[src/rtl/write_c_mul_acc.sv]
// Pipelined multiplier (operand reg, multiply reg, retiming regs) with per-beat valid tags.
// Define WRITE_C_MUL_ACC_ACCUM_EN to turn the final stage into a wrapping accumulator.
module write_c_mul_acc #(
  parameter int A_WIDTH   = 14,
  parameter int B_WIDTH   = 28,
  parameter int A_SIGNED  = 0,
  parameter int B_SIGNED  = 1,
  parameter int P_WIDTH   = 32,
  parameter int NUM_STAGE = 4
) (
  input  logic               clk,
  input  logic               reset,
  input  logic               ce,
  input  logic               in_valid,
  input  logic [A_WIDTH-1:0] din0,
  input  logic [B_WIDTH-1:0] din1,
  input  logic               acc_clr,
  output logic               out_valid,
  output logic [P_WIDTH-1:0] dout
);

  localparam int PW = A_WIDTH + B_WIDTH + 2;

  logic [A_WIDTH:0]      a_q, a_d;
  logic [B_WIDTH:0]      b_q, b_d;
  logic [NUM_STAGE-1:0]  vld_q, vld_d;
  logic [NUM_STAGE-1:0]  clr_q, clr_d;
  logic [P_WIDTH-1:0]    dout_q, dout_d;
  logic signed [PW-1:0]  a_w, b_w, prod_full;
  logic [P_WIDTH-1:0]    prod_p;
  logic [P_WIDTH-1:0]    final_in;
  logic                  a_msb, b_msb;
  logic                  unused_clr_tail;

  assign a_msb = (A_SIGNED != 0) ? din0[A_WIDTH-1] : 1'b0;
  assign b_msb = (B_SIGNED != 0) ? din1[B_WIDTH-1] : 1'b0;

  // Stage 1 operand capture and the valid/clear tag shift register.
  always_comb begin
    a_d   = a_q;
    b_d   = b_q;
    vld_d = vld_q;
    clr_d = clr_q;
    if (ce) begin
      a_d   = {a_msb, din0};
      b_d   = {b_msb, din1};
      vld_d = {vld_q[NUM_STAGE-2:0], in_valid};
      clr_d = {clr_q[NUM_STAGE-2:0], acc_clr};
    end
  end

  always_ff @(posedge clk) begin
    if (reset) begin
      a_q   <= '0;
      b_q   <= '0;
      vld_q <= '0;
      clr_q <= '0;
    end else begin
      a_q   <= a_d;
      b_q   <= b_d;
      vld_q <= vld_d;
      clr_q <= clr_d;
    end
  end

  // Operands already carry their sign bit, so a signed multiply covers all sign modes.
  assign a_w       = PW'($signed(a_q));
  assign b_w       = PW'($signed(b_q));
  assign prod_full = a_w * b_w;

  generate
    if (P_WIDTH <= PW) begin : g_trunc
      logic unused_prod_hi;
      if (P_WIDTH < PW) begin : g_hi
        assign unused_prod_hi = ^prod_full[PW-1:P_WIDTH];
      end else begin : g_nohi
        assign unused_prod_hi = 1'b0;
      end
      assign prod_p = prod_full[P_WIDTH-1:0];
    end else begin : g_sext
      assign prod_p = {{(P_WIDTH-PW){prod_full[PW-1]}}, prod_full};
    end
  endgenerate

  // The first of these registers is the multiply stage; the rest only retime.
  generate
    if (NUM_STAGE > 2) begin : g_ret
      logic [P_WIDTH-1:0] ret_q [NUM_STAGE-2];
      logic [P_WIDTH-1:0] ret_d [NUM_STAGE-2];

      always_comb begin
        ret_d = ret_q;
        if (ce) begin
          ret_d[0] = prod_p;
          for (int i = 1; i < NUM_STAGE - 2; i++) begin
            ret_d[i] = ret_q[i-1];
          end
        end
      end

      always_ff @(posedge clk) begin
        if (reset) begin
          for (int i = 0; i < NUM_STAGE - 2; i++) begin
            ret_q[i] <= '0;
          end
        end else begin
          ret_q <= ret_d;
        end
      end

      assign final_in = ret_q[NUM_STAGE-3];
    end else begin : g_noret
      assign final_in = prod_p;
    end
  endgenerate

  // dout only moves when a valid beat enters the last stage, so it holds between beats.
  always_comb begin
    dout_d = dout_q;
    if (ce && vld_q[NUM_STAGE-2]) begin
`ifdef WRITE_C_MUL_ACC_ACCUM_EN
      dout_d = clr_q[NUM_STAGE-2] ? final_in : final_in + dout_q;
`else
      dout_d = final_in;
`endif
    end
  end

  always_ff @(posedge clk) begin
    if (reset) begin
      dout_q <= '0;
    end else begin
      dout_q <= dout_d;
    end
  end

  assign unused_clr_tail = clr_q[NUM_STAGE-1];
  assign out_valid       = vld_q[NUM_STAGE-1];
  assign dout            = dout_q;

endmodule

[config.mk]
export PLATFORM = sky130hd
export DESIGN_NAME = write_c_mul_acc
export DESIGN_NICKNAME = d
export VERILOG_FILES = /design/src/rtl/write_c_mul_acc.sv
export SDC_FILE = /design/constraint.sdc
export NUM_CORES = 1
export LEC_CHECK = 0
export BUFFER_PORTS_ARGS = -buffer_cell sky130_fd_sc_hd__buf_2
export CORE_MARGIN = 4
export CORE_UTILIZATION = 43
export DETAILED_ROUTE_END_ITERATION = 10
export GPL_TIMING_DRIVEN = 0
export PLACE_DENSITY_LB_ADDON = 0.2
export REMOVE_ABC_BUFFERS = 1
export SETUP_SLACK_MARGIN = 0.02
export SYNTH_ARGS = -nofsm -noshare
export SYNTH_HDL_FRONTEND = slang
export SYNTH_SLANG_ARGS = --single-unit
[constraint.sdc]
create_clock -name clk -period 7.45 [get_ports clk]
set_clock_uncertainty 0.1 [all_clocks]
set_input_delay 1.49 -clock clk [delete_from_list [all_inputs] [get_ports clk]]
set_output_delay 1.49 -clock clk [all_outputs]
set_load 0.05 [all_outputs]
==> impl_metrics.yaml, run 1 <==
outcome:
  run_status: "finished clean"
floorplanning:
  rows: 69
  io_pins: 80
  initial_utilization_pct: 43.9
  fp.dieH_um: 200
  dieWidth_um: 200
  total_die_area_mm2: 0.0398
  core-area_mm2: 0.0359
finish:
  finalCoreUtilization_pct: 47.5
  area.growth.synth_to_final_pct: 8.12
  layoutNonFillerInstCount: 2229
  layout-drive-gt1-share_pct: 7.69
  final_cell_area_mm2: 0.0171
  final_net_count: 2149
  diodes: 0
critical_path:
  worst-endpoint-arrival_ps: 7100
  r2r.worst_path.cells: 20
  crit_family: "adder cells"
  max_stage_delay_ps: 1130
  worst_ep_required_time_ps: 7640
  register_to_register_setup_slack_ps: 540
  reg2reg_from: "a_q[5]$_SDFFE_PP0P_"
  crit-reg2reg-capture: "g_ret.ret_q[62]$_SDFFE_PP0P_"
  type_of_destination_of_the_critical_path: "flip-flop"
  crit_buf_inv: 4
  timing.critical_path.from: "a_q[5]$_SDFFE_PP0P_"
  critical_path.cell_chain: "and2_1 > fa_1 > inv_1 > fa_1 > inv_1 > fa_1 > fa_1 > fa_1 > inv_1 > fa_1 > inv_1 > ha_1 > a21oi_1 > o21ai_0 > o21ai_0 > a21oi_1 > a31oi_1 > a21oi_1 > mux2i_1 > o311ai_0"
  criticalPathCategory: "flip-flop to flip-flop"
  timing.critical_path.slowest_stage_cell: "dfxtp_1"
  cp-start-kind: "flip-flop"
  largest_fanout_on_the_critical_path: 28
  critPathMostFrequentCell: "fa_1"
grt:
  vias_in_the_first_global_route: 12139
  wire_length_of_the_first_global_routing_pass_um: 62300
  grt_antenna_before_repair: 0
  gr-total-overflow: 0
  grt_max_degree: 113
  gr-usage-all-layers_pct: 19.8
timing:
  max_slew.worst_pin.slew_ps: 1300
  report.final.slew_viol_count: 0
  worst_slew_margin_rel_pct: 13.4
  hold_viol_final: 0
  grt_setup_unrepaired: "false"
  final_min_period_over_clock_period_pct: 92.7
  fmaxAchievable_ghz: 0.145
  postLayoutSetupSlackWorst_ps: 543
  finalSetupViolCount: 0
  period_minus_slack_ps: 6910
  sum_of_negative_setup_slack_ps: 0
run:
  cap_violations: 0
detailed_routing:
  ant_nets: 0
  drt-initial-drc-count: 444
  vias: 11140
  routed_wl_um: 36600
  detailedRoute.firstPassIterationCount: 5
  vias_per_cell: 5.00
  post-route-drc-count: 0
  avgRoutedWirePerCell_um: 16.4
logic_synthesis:
  ys.flop_type: "dfxtp_1"
  synth.yosys.seq_area_share_pct: 18.0
  synthCells: 1754
  ys_async_sr_fraction_pct: 0
  synth_top_area_cell: "fa_1"
  ys_ff_latch: 142
  synth.cell_area_mm2: 0.0158
  post-synth-top-area-fraction_pct: 34.4
  synth_enable_flop_cells: 0
  synth.lib_cells_used.distinct: 52
  synth_top_cells_by_area: "fa_1, dfxtp_1, and2_1"
  ys_warn_count: 0
  synth_commonest_cells: "inv_1, fa_1, nand2_1"
  synth_most_common_cell: "inv_1"
  syn_area_per_cell_um2: 9.00
power_and_ir_drop:
  cellLeakagePower_nw: 8.24
  power_per_cell_area_mw_per_mm2: 144
  vdd_ir_drop_max_uv: 171
cts:
  clock_path_buffers: 2
  cts_num_sinks: 142
  clock-root-buffer: "clkbuf_16"
  clock_insertion_delay_at_the_later_pin_of_the_skew_report_ps: 440
  cts_tree: "done"
  clk_pin_slew_ps: 70
  numCtsBuffers: 17
  cts_max_level: 4
  post_cts_hold_buffer_count: 0
place:
  preCtsSetupSlack_ps: 401
  dpl_cell_area_mm2: 0.0164
  place.detailed.instances: 2197
  port_buffers: 78
  post-dp-hpwl_um: 27100
  routabilityCongestion: 0.812
min_path:
  hold_path_depth: 2
  worstHoldEndpoint: "dout[0]$_SDFFE_PP0P_"
  hold_start: "dout[0]$_SDFFE_PP0P_"
  min_path_type: "flip-flop to flip-flop"
[stage by stage]
stage / power [mW] / hold WS, ps
after floorplan: 1.34 / 325
after global placement: 1.57 / 339
after detailed placement: 1.58 / 344
after CTS: 2.50 / 353
after global routing: 2.62 / 367
final: 2.45 / 351
[sequential cells by signal, indices dropped and copies added (netlist names)]
signal       count
dout            32
g_ret.ret_q     32
vld_q            4
b_q             28
a_q             14
final_in        32
[repair_timing]
action | CTS | global route
setup endpoints to repair | 0 | 2
buffers inserted | 0 | 0
resized for setup | 0 | 7
[worst max path at each step]
stage | cells after the start | slack, ps | to
3_3_place_gp | 20 | 420 | g_ret.ret_q[62]$_SDFFE_PP0P_
4_1_cts | 20 | 380 | g_ret.ret_q[62]$_SDFFE_PP0P_
2_1_floorplan | 20 | 1630 | g_ret.ret_q[58]$_SDFFE_PP0P_
5_1_grt | 19 | 60 | g_ret.ret_q[62]$_SDFFE_PP0P_
6_report | 20 | 540 | g_ret.ret_q[62]$_SDFFE_PP0P_
3_5_place_dp | 20 | 400 | g_ret.ret_q[62]$_SDFFE_PP0P_
[report_power, final]
part | switching (mW) | internal, mW | leakage (nW)
sequential | 0.100 | 0.804 | 1.16
clock | 0.388 | 0.517 | 0.305
combinational | 0.364 | 0.279 | 6.77
total | 0.853 | 1.60 | 8.24
[layer usage]
| metal | wire [µm] | track usage (%) | vias to the layer above | part of all wire, % |
|---|---|---|---|---|
| met4 | 830 | 5.31 | 0 | 2.3 |
| met5 | 0 | 0 | - | 0 |
| met1 | 15800 | 24.9 | 5667 | 43 |
| met3 | 1060 | 2.80 | 47 | 2.9 |
| li1 | - | - | 5261 | - |
| met2 | 18900 | 35.5 | 165 | 52 |
[kinds of logic after synthesis]
group | share of synthesized area [%]
fa+ha+maj | 40.4
flops | 18.0
compound gates | 4.94
mux | 6.22
buf+inv | 9.97
xor+xnor | 2.33
simple gates | 18.1
[layout by cell type (no fill, tap or decap), drive strengths merged, types with 2 or more instances in the layout]
cell    count
and2      212
nand2b     11
nand3       4
a21oi      61
o21ai      16
o21bai      5
and3        3
o311ai      3
fa        271
xnor2      36
inv       329
nor2      115
a21o        8
dfxtp     142
clkinv      3
o21a        3
nand4       4
nor4        2
clkbuf     18
a31oi       3
buf        80
nand3b      3
bufinv      2
a211oi      9
ha         76
xor2        6
mux2i      98
nand2     216
a21boi      2
o211ai      4
or3b        2
o22ai       2
nor3        9
[worst reg2reg max path: stages (launching register included)]
cell and delay (ps):
dfxtp_1 1130, and2_1 260, fa_1 400, inv_1 80
fa_1 430, inv_1 110, fa_1 470, fa_1 510
fa_1 510, inv_1 50, fa_1 510, inv_1 50
ha_1 400, a21oi_1 100, o21ai_0 280, o21ai_0 120
a21oi_1 410, a31oi_1 240, a21oi_1 240, mux2i_1 210
o311ai_0 140
[area by class of cell]
class,instances,area [µm²]
inverter,320,1200
fill,3543,18900
clock inverter,14,170
tap,461,577
clock buffer,18,439
timing repair buffer,80,458
sequential,142,2850
multi-input combinational,1194,11400
No activity file was read; power rests on OpenSTA's default activity.
==> run 2, diff against run 1 <==
--- a/config.mk
+++ b/config.mk
@@ -10,9 +10,9 @@
 export CORE_UTILIZATION = 43
 export DETAILED_ROUTE_END_ITERATION = 10
 export GPL_TIMING_DRIVEN = 0
-export PLACE_DENSITY_LB_ADDON = 0.2
 export REMOVE_ABC_BUFFERS = 1
 export SETUP_SLACK_MARGIN = 0.02
+export SKIP_LAST_GASP = 1
 export SYNTH_ARGS = -nofsm -noshare
 export SYNTH_HDL_FRONTEND = slang
 export SYNTH_SLANG_ARGS = --single-unit
==> constraint.sdc (replaced) <==
create_clock -name clk -period 7.45 [get_ports clk]
set_clock_uncertainty 0.1 [all_clocks]
set_input_delay 0.3725 -clock clk [delete_from_list [all_inputs] [get_ports clk]]
set_output_delay 0.3725 -clock clk [all_outputs]
set_load 0.05 [all_outputs]
==> run 2 against run 1 <==
  * Die area unchanged
  * Count of clock-buffer cells in the layout decreased by 1
  * Clock power increased by 3.9%
  * Via count decreased by 0.21%
  * Global-route usage decreased by 0.39 points
  * Critical path depth unchanged
  * Sequential share of layout area decreased by 0.070 points
  * Total power increased by 1.3%
  * Wire length decreased by 2.3%
  * Combinational power about the same
  * Utilization increased by 0.052 points
  * Critical endpoint unchanged
  * Largest power group unchanged
==> impl_metrics.yaml, run 2 (same netlist as run 1, synthesis figures left out) <==
detailed_routing:
  ant_nets: 0
  vias: 11117
  vias_per_cell: 4.99
  post-route-drc-count: 0
  met1Wirelength_um: 15500
  maxUsedRoutingLayer: "met4"
  avgRoutedWirePerCell_um: 16.0
  routed_wl_um: 35700
  met3_wirelength_um: 868
  drt-initial-drc-count: 469
  met2_wirelength_um: 18700
  detailedRoute.firstPassIterationCount: 5
finish:
  most_common_library_cell_in_the_layout_ignoring_fill_and_taps: "inv_1"
  diodes: 0
  layout-drive-gt1-share_pct: 7.30
  layout_common_cells: "inv_1, fa_1, nand2_1, and2_1, dfxtp_1"
  final_net_count: 2149
  area.growth.synth_to_final_pct: 8.24
power_and_ir_drop:
  vdd_ir_drop_max_uv: 170
  switching_share_pct: 34.5
  power_frac_clock_pct: 37.8
  p_seq_share_pct: 36.3
  cellLeakagePower_nw: 8.25
  comb_power_share_pct: 25.8
  power_per_cell_area_mw_per_mm2: 145
  power.switching_uw: 857
  cellInternalPower_mw: 1.63
cts:
  post_cts_hold_buffer_count: 0
  clk_pin_slew_ps: 80
  cts_tree: "done"
  cts_resized: 0
  clock_insertion_delay_at_the_later_pin_of_the_skew_report_ps: 450
  clock-root-buffer: "clkbuf_16"
  post_cts.repair.setup_buffers: 0
  cts_max_level: 4
  cts_num_sinks: 142
  numCtsBuffers: 17
  clock_path_buffers: 2
critical_path:
  reg2reg_from: "a_q[3]$_SDFFE_PP0P_"
  cp-start-kind: "flip-flop"
  type_of_destination_of_the_critical_path: "flip-flop"
  register_to_register_setup_slack_ps: 520
  crit-reg2reg-capture: "g_ret.ret_q[62]$_SDFFE_PP0P_"
  r2r.worst_path.cells: 20
  largest_fanout_on_the_critical_path: 30
  worst_ep_required_time_ps: 7640
  worst-endpoint-arrival_ps: 7120
  criticalPathCategory: "flip-flop to flip-flop"
grt:
  gr-usage-all-layers_pct: 19.4
  grt_max_degree: 120
  wire_length_of_the_first_global_routing_pass_um: 61500
  vias_in_the_first_global_route: 12092
  gr-total-overflow: 0
  grt_antenna_before_repair: 0
floorplanning:
  rows: 69
  dieWidth_um: 200
  io_pins: 80
  initial_utilization_pct: 43.9
  total_die_area_mm2: 0.0398
  core-area_mm2: 0.0359
  fp.dieH_um: 200
timing:
  final_min_period_over_clock_period_pct: 93.0
  period_minus_slack_ps: 6930
  fmaxAchievable_ghz: 0.144
  grt_setup_unrepaired: "false"
  report.final.slew_viol_count: 0
  worst_slew_margin_rel_pct: 10.8
  finalSetupViolCount: 0
  sum_of_negative_setup_slack_ps: 0
  max_slew.worst_pin.slew_ps: 1340
  postLayoutSetupSlackWorst_ps: 522
  hold_viol_final: 0
min_path:
  worstHoldEndpoint: "b_q[12]$_SDFFE_PP0P_"
  min_path_type: "input pin to flip-flop"
  hold_path_depth: 3
  hold_start: "din1[12]"
place:
  port_buffers: 78
  preCtsSetupSlack_ps: 478
  post-dp-hpwl_um: 26500
  routabilityCongestion: 0.823
run:
  cap_violations: 0
outcome:
  run_status: "finished clean"
-- run 2: layout make-up --
| cell class | instances | area [µm²] |
|---|---|---|
| flip-flops and latches | 142 | 2840 |
| well taps | 461 | 577 |
| clock inverters | 15 | 211 |
| inverters | 320 | 1200 |
| multi-input cells | 1194 | 11400 |
| clock buffers | 17 | 425 |
| fillers | 3484 | 18800 |
| repair buffers | 80 | 458 |
-- run 2: per-layer routing --
metal / vias to the layer above / global-route usage (%)
met2: 146 / 35.1
met5: - / 0
met3: 48 / 2.68
li1: 5265 / -
met1: 5658 / 24.5
met4: 0 / 4.68
-- run 2: per-stage QoR --
stage / hold WS (ps) / power (mW) / area [µm²] / util, % / std cells
2_1_floorplan: 325 / 1.34 / 15400 / - / 1656
3_3_place_gp: 341 / 1.57 / 16400 / 45.6 / 2195
3_5_place_dp: 344 / 1.57 / 16400 / 45.8 / 2197
5_1_grt: 60.6 / 2.66 / 17100 / 47.6 / 2229
4_1_cts: 28.6 / 2.53 / 17100 / 47.6 / 2229
6_report: 62.7 / 2.48 / 17100 / 47.6 / 2229
-- run 2: worst max path at each step --
stage,depth (start not counted),endpoint,startpoint
floorplan,20,g_ret.ret_q[58]$_SDFFE_PP0P_,a_q[0]$_SDFFE_PP0P_
global placement,20,g_ret.ret_q[62]$_SDFFE_PP0P_,a_q[0]$_SDFFE_PP0P_
detailed placement,20,g_ret.ret_q[62]$_SDFFE_PP0P_,a_q[3]$_SDFFE_PP0P_
CTS,20,g_ret.ret_q[62]$_SDFFE_PP0P_,a_q[3]$_SDFFE_PP0P_
global route,20,g_ret.ret_q[62]$_SDFFE_PP0P_,a_q[3]$_SDFFE_PP0P_
finish,20,g_ret.ret_q[62]$_SDFFE_PP0P_,a_q[3]$_SDFFE_PP0P_
-- run 2: power by group through the flow --
| stage | logic [mW] | clock network (mW) | registers, mW |
|---|---|---|---|
| 3_3_place_gp | 0.648 | 0 | 0.920 |
| 3_5_place_dp | 0.654 | 0 | 0.921 |
| 4_1_cts | 0.660 | 0.971 | 0.904 |
| 2_1_floorplan | 0.472 | 0 | 0.866 |
| 5_1_grt | 0.750 | 1.00 | 0.913 |
| 6_report | 0.642 | 0.940 | 0.903 |
-- run 2: critical path, cell delays in order, from the launching register on --
cell and delay, ps:
dfxtp_1 1210, and2_1 300, fa_1 400, inv_1 80
fa_1 400, inv_1 90, fa_1 440, fa_1 510
fa_1 510, inv_1 60, fa_1 470, inv_1 40
ha_1 370, inv_1 80, nor3_1 250, nand4_1 210
a21oi_1 470, a31oi_1 220, a21oi_1 220, mux2i_1 190
o311ai_0 130
==> run 3, diff against run 2 <==
--- a/config.mk
+++ b/config.mk
@@ -6,10 +6,13 @@
 export NUM_CORES = 1
 export LEC_CHECK = 0
 export BUFFER_PORTS_ARGS = -buffer_cell sky130_fd_sc_hd__buf_2
+export CELL_PAD_IN_SITES_DETAIL_PLACEMENT = 1
+export CELL_PAD_IN_SITES_GLOBAL_PLACEMENT = 2
 export CORE_MARGIN = 4
-export CORE_UTILIZATION = 43
+export CORE_UTILIZATION = 40
 export DETAILED_ROUTE_END_ITERATION = 10
 export GPL_TIMING_DRIVEN = 0
+export PLACE_DENSITY_LB_ADDON = 0.1
 export REMOVE_ABC_BUFFERS = 1
 export SETUP_SLACK_MARGIN = 0.02
 export SKIP_LAST_GASP = 1
==> run 3 against run 2 <==
  * Sequential power barely moved
  * Cell count up 2.6%
  * Sequential share of layout area hardly changed
  * Global-route usage grew 1.2 points
  * First-iteration DRC count is 25% lower
  * Clock power fell by 5.4%
  * Critical path type unchanged
==> impl_metrics.yaml, run 3 (same netlist as run 1, synthesis figures left out) <==
floorplanning:
  rows: 72
  total_die_area_mm2: 0.0427
  core-area_mm2: 0.0388
  io_pins: 80
  initial_utilization_pct: 40.6
  dieWidth_um: 207
  fp.dieH_um: 207
detailed_routing:
  vias: 11268
  drt-initial-drc-count: 351
  detailedRoute.firstPassIterationCount: 4
  vias_per_cell: 4.92
  routed_wl_um: 41400
  post-route-drc-count: 0
  ant_nets: 0
  avgRoutedWirePerCell_um: 18.1
min_path:
  worstHoldEndpoint: "a_q[11]$_SDFFE_PP0P_"
  min_path_type: "input pin to flip-flop"
  hold_start: "din0[11]"
  hold_path_depth: 3
place:
  dpl_cell_area_mm2: 0.0165
  preCtsSetupSlack_ps: 329
  port_buffers: 78
  routabilityCongestion: 0.786
  post-dp-hpwl_um: 30500
cts:
  clock-root-buffer: "clkbuf_16"
  clock_path_buffers: 2
  cts_num_sinks: 142
  cts_resized: 0
  cts_tree: "done"
  cts_max_level: 4
  post_cts.repair.setup_buffers: 0
  clk_pin_slew_ps: 70
  clock_insertion_delay_at_the_later_pin_of_the_skew_report_ps: 450
  post_cts_hold_buffer_count: 0
  numCtsBuffers: 17
finish:
  most_common_library_cell_in_the_layout_ignoring_fill_and_taps: "inv_1"
  final_net_count: 2151
  layout_common_cells: "inv_1, fa_1, nand2_1, and2_1, dfxtp_1"
  diodes: 0
  area.growth.synth_to_final_pct: 8.78
  layout-drive-gt1-share_pct: 7.57
  final_cell_area_mm2: 0.0172
  finalCoreUtilization_pct: 44.2
grt:
  gr-total-overflow: 0
  wire_length_of_the_first_global_routing_pass_um: 68300
  grt_max_degree: 96
  gr-usage-all-layers_pct: 20.6
  grt_antenna_before_repair: 0
  vias_in_the_first_global_route: 12792
critical_path:
  reg2reg_from: "a_q[9]$_SDFFE_PP0P_"
  cp-start-kind: "flip-flop"
  worst-endpoint-arrival_ps: 7260
  crit-reg2reg-capture: "g_ret.ret_q[55]$_SDFFE_PP0P_"
  type_of_destination_of_the_critical_path: "flip-flop"
  register_to_register_setup_slack_ps: 460
  worst_ep_required_time_ps: 7730
  r2r.worst_path.cells: 19
  criticalPathCategory: "flip-flop to flip-flop"
  largest_fanout_on_the_critical_path: 24
timing:
  max_slew.worst_pin.slew_ps: 1310
  period_minus_slack_ps: 6990
  report.final.slew_viol_count: 0
  grt_setup_unrepaired: "false"
  sum_of_negative_setup_slack_ps: 0
  postLayoutSetupSlackWorst_ps: 463
  final_min_period_over_clock_period_pct: 93.8
  fmaxAchievable_ghz: 0.143
  finalSetupViolCount: 0
  worst_slew_margin_rel_pct: 12.9
  hold_viol_final: 0
power_and_ir_drop:
  report.power.total_mw: 2.47
  power_per_cell_area_mw_per_mm2: 144
  vdd_ir_drop_max_uv: 147
  cellLeakagePower_nw: 8.23
run:
  cap_violations: 0
outcome:
  run_status: "finished clean"
-- run 3: worst max path at each step --
stage | cells past startpoint | start | endpoint
final | 19 | a_q[9]$_SDFFE_PP0P_ | g_ret.ret_q[55]$_SDFFE_PP0P_
after detailed placement | 20 | a_q[0]$_SDFFE_PP0P_ | g_ret.ret_q[62]$_SDFFE_PP0P_
after CTS | 19 | a_q[6]$_SDFFE_PP0P_ | g_ret.ret_q[55]$_SDFFE_PP0P_
after global routing | 20 | a_q[0]$_SDFFE_PP0P_ | g_ret.ret_q[55]$_SDFFE_PP0P_
after global placement | 19 | a_q[6]$_SDFFE_PP0P_ | g_ret.ret_q[55]$_SDFFE_PP0P_
after floorplan | 20 | a_q[0]$_SDFFE_PP0P_ | g_ret.ret_q[58]$_SDFFE_PP0P_
-- run 3: report_power, final --
part           leakage (nW)  internal (mW)  switching (mW)  total (mW)
sequential             1.16          0.804           0.102       0.906
combinational          6.80          0.288           0.388       0.676
clock                 0.277          0.514           0.375       0.889
-- run 3: layout make-up --
type                       instances  area (µm²)
fill                            4544       21700
multi-input combinational       1194       11400
sequential                       142        2850
inverter                         320        1200
tap                              518         648
timing repair buffer              82         513
clock buffer                      21         460
clock inverter                    11         130
-- run 3: through the flow --
| stage | hold WS, ps | std cells |
|---|---|---|
| 2_1_floorplan | 325 | 1656 |
| 3_3_place_gp | 341 | 2252 |
| 3_5_place_dp | 345 | 2254 |
| 4_1_cts | 25.3 | 2286 |
| 5_1_grt | 44.1 | 2288 |
| 6_report | 59.0 | 2288 |
-- run 3: critical path, stage by stage, from the launching register on --
cell	delay, ps
dfxtp_1	1120
nand2_1	200
fa_1	580
inv_1	50
fa_1	570
fa_1	440
fa_1	470
fa_1	500
inv_1	50
fa_1	490
inv_1	50
ha_1	370
a21oi_1	270
nand2_1	100
a221oi_1	650
a21boi_0	240
o21a_1	240
o21ai_0	160
nand3b_1	100
a21oi_1	150
-- run 3: per-layer routing --
metal,routed length [µm],global-route usage (%),up-vias,part of all wire (%)
met5,0,0,-,0
met4,639,4.23,0,1.5
met3,1270,3.19,33,3.1
met2,21800,37.8,127,53
met1,17800,25.7,5850,43
li1,-,-,5258,-
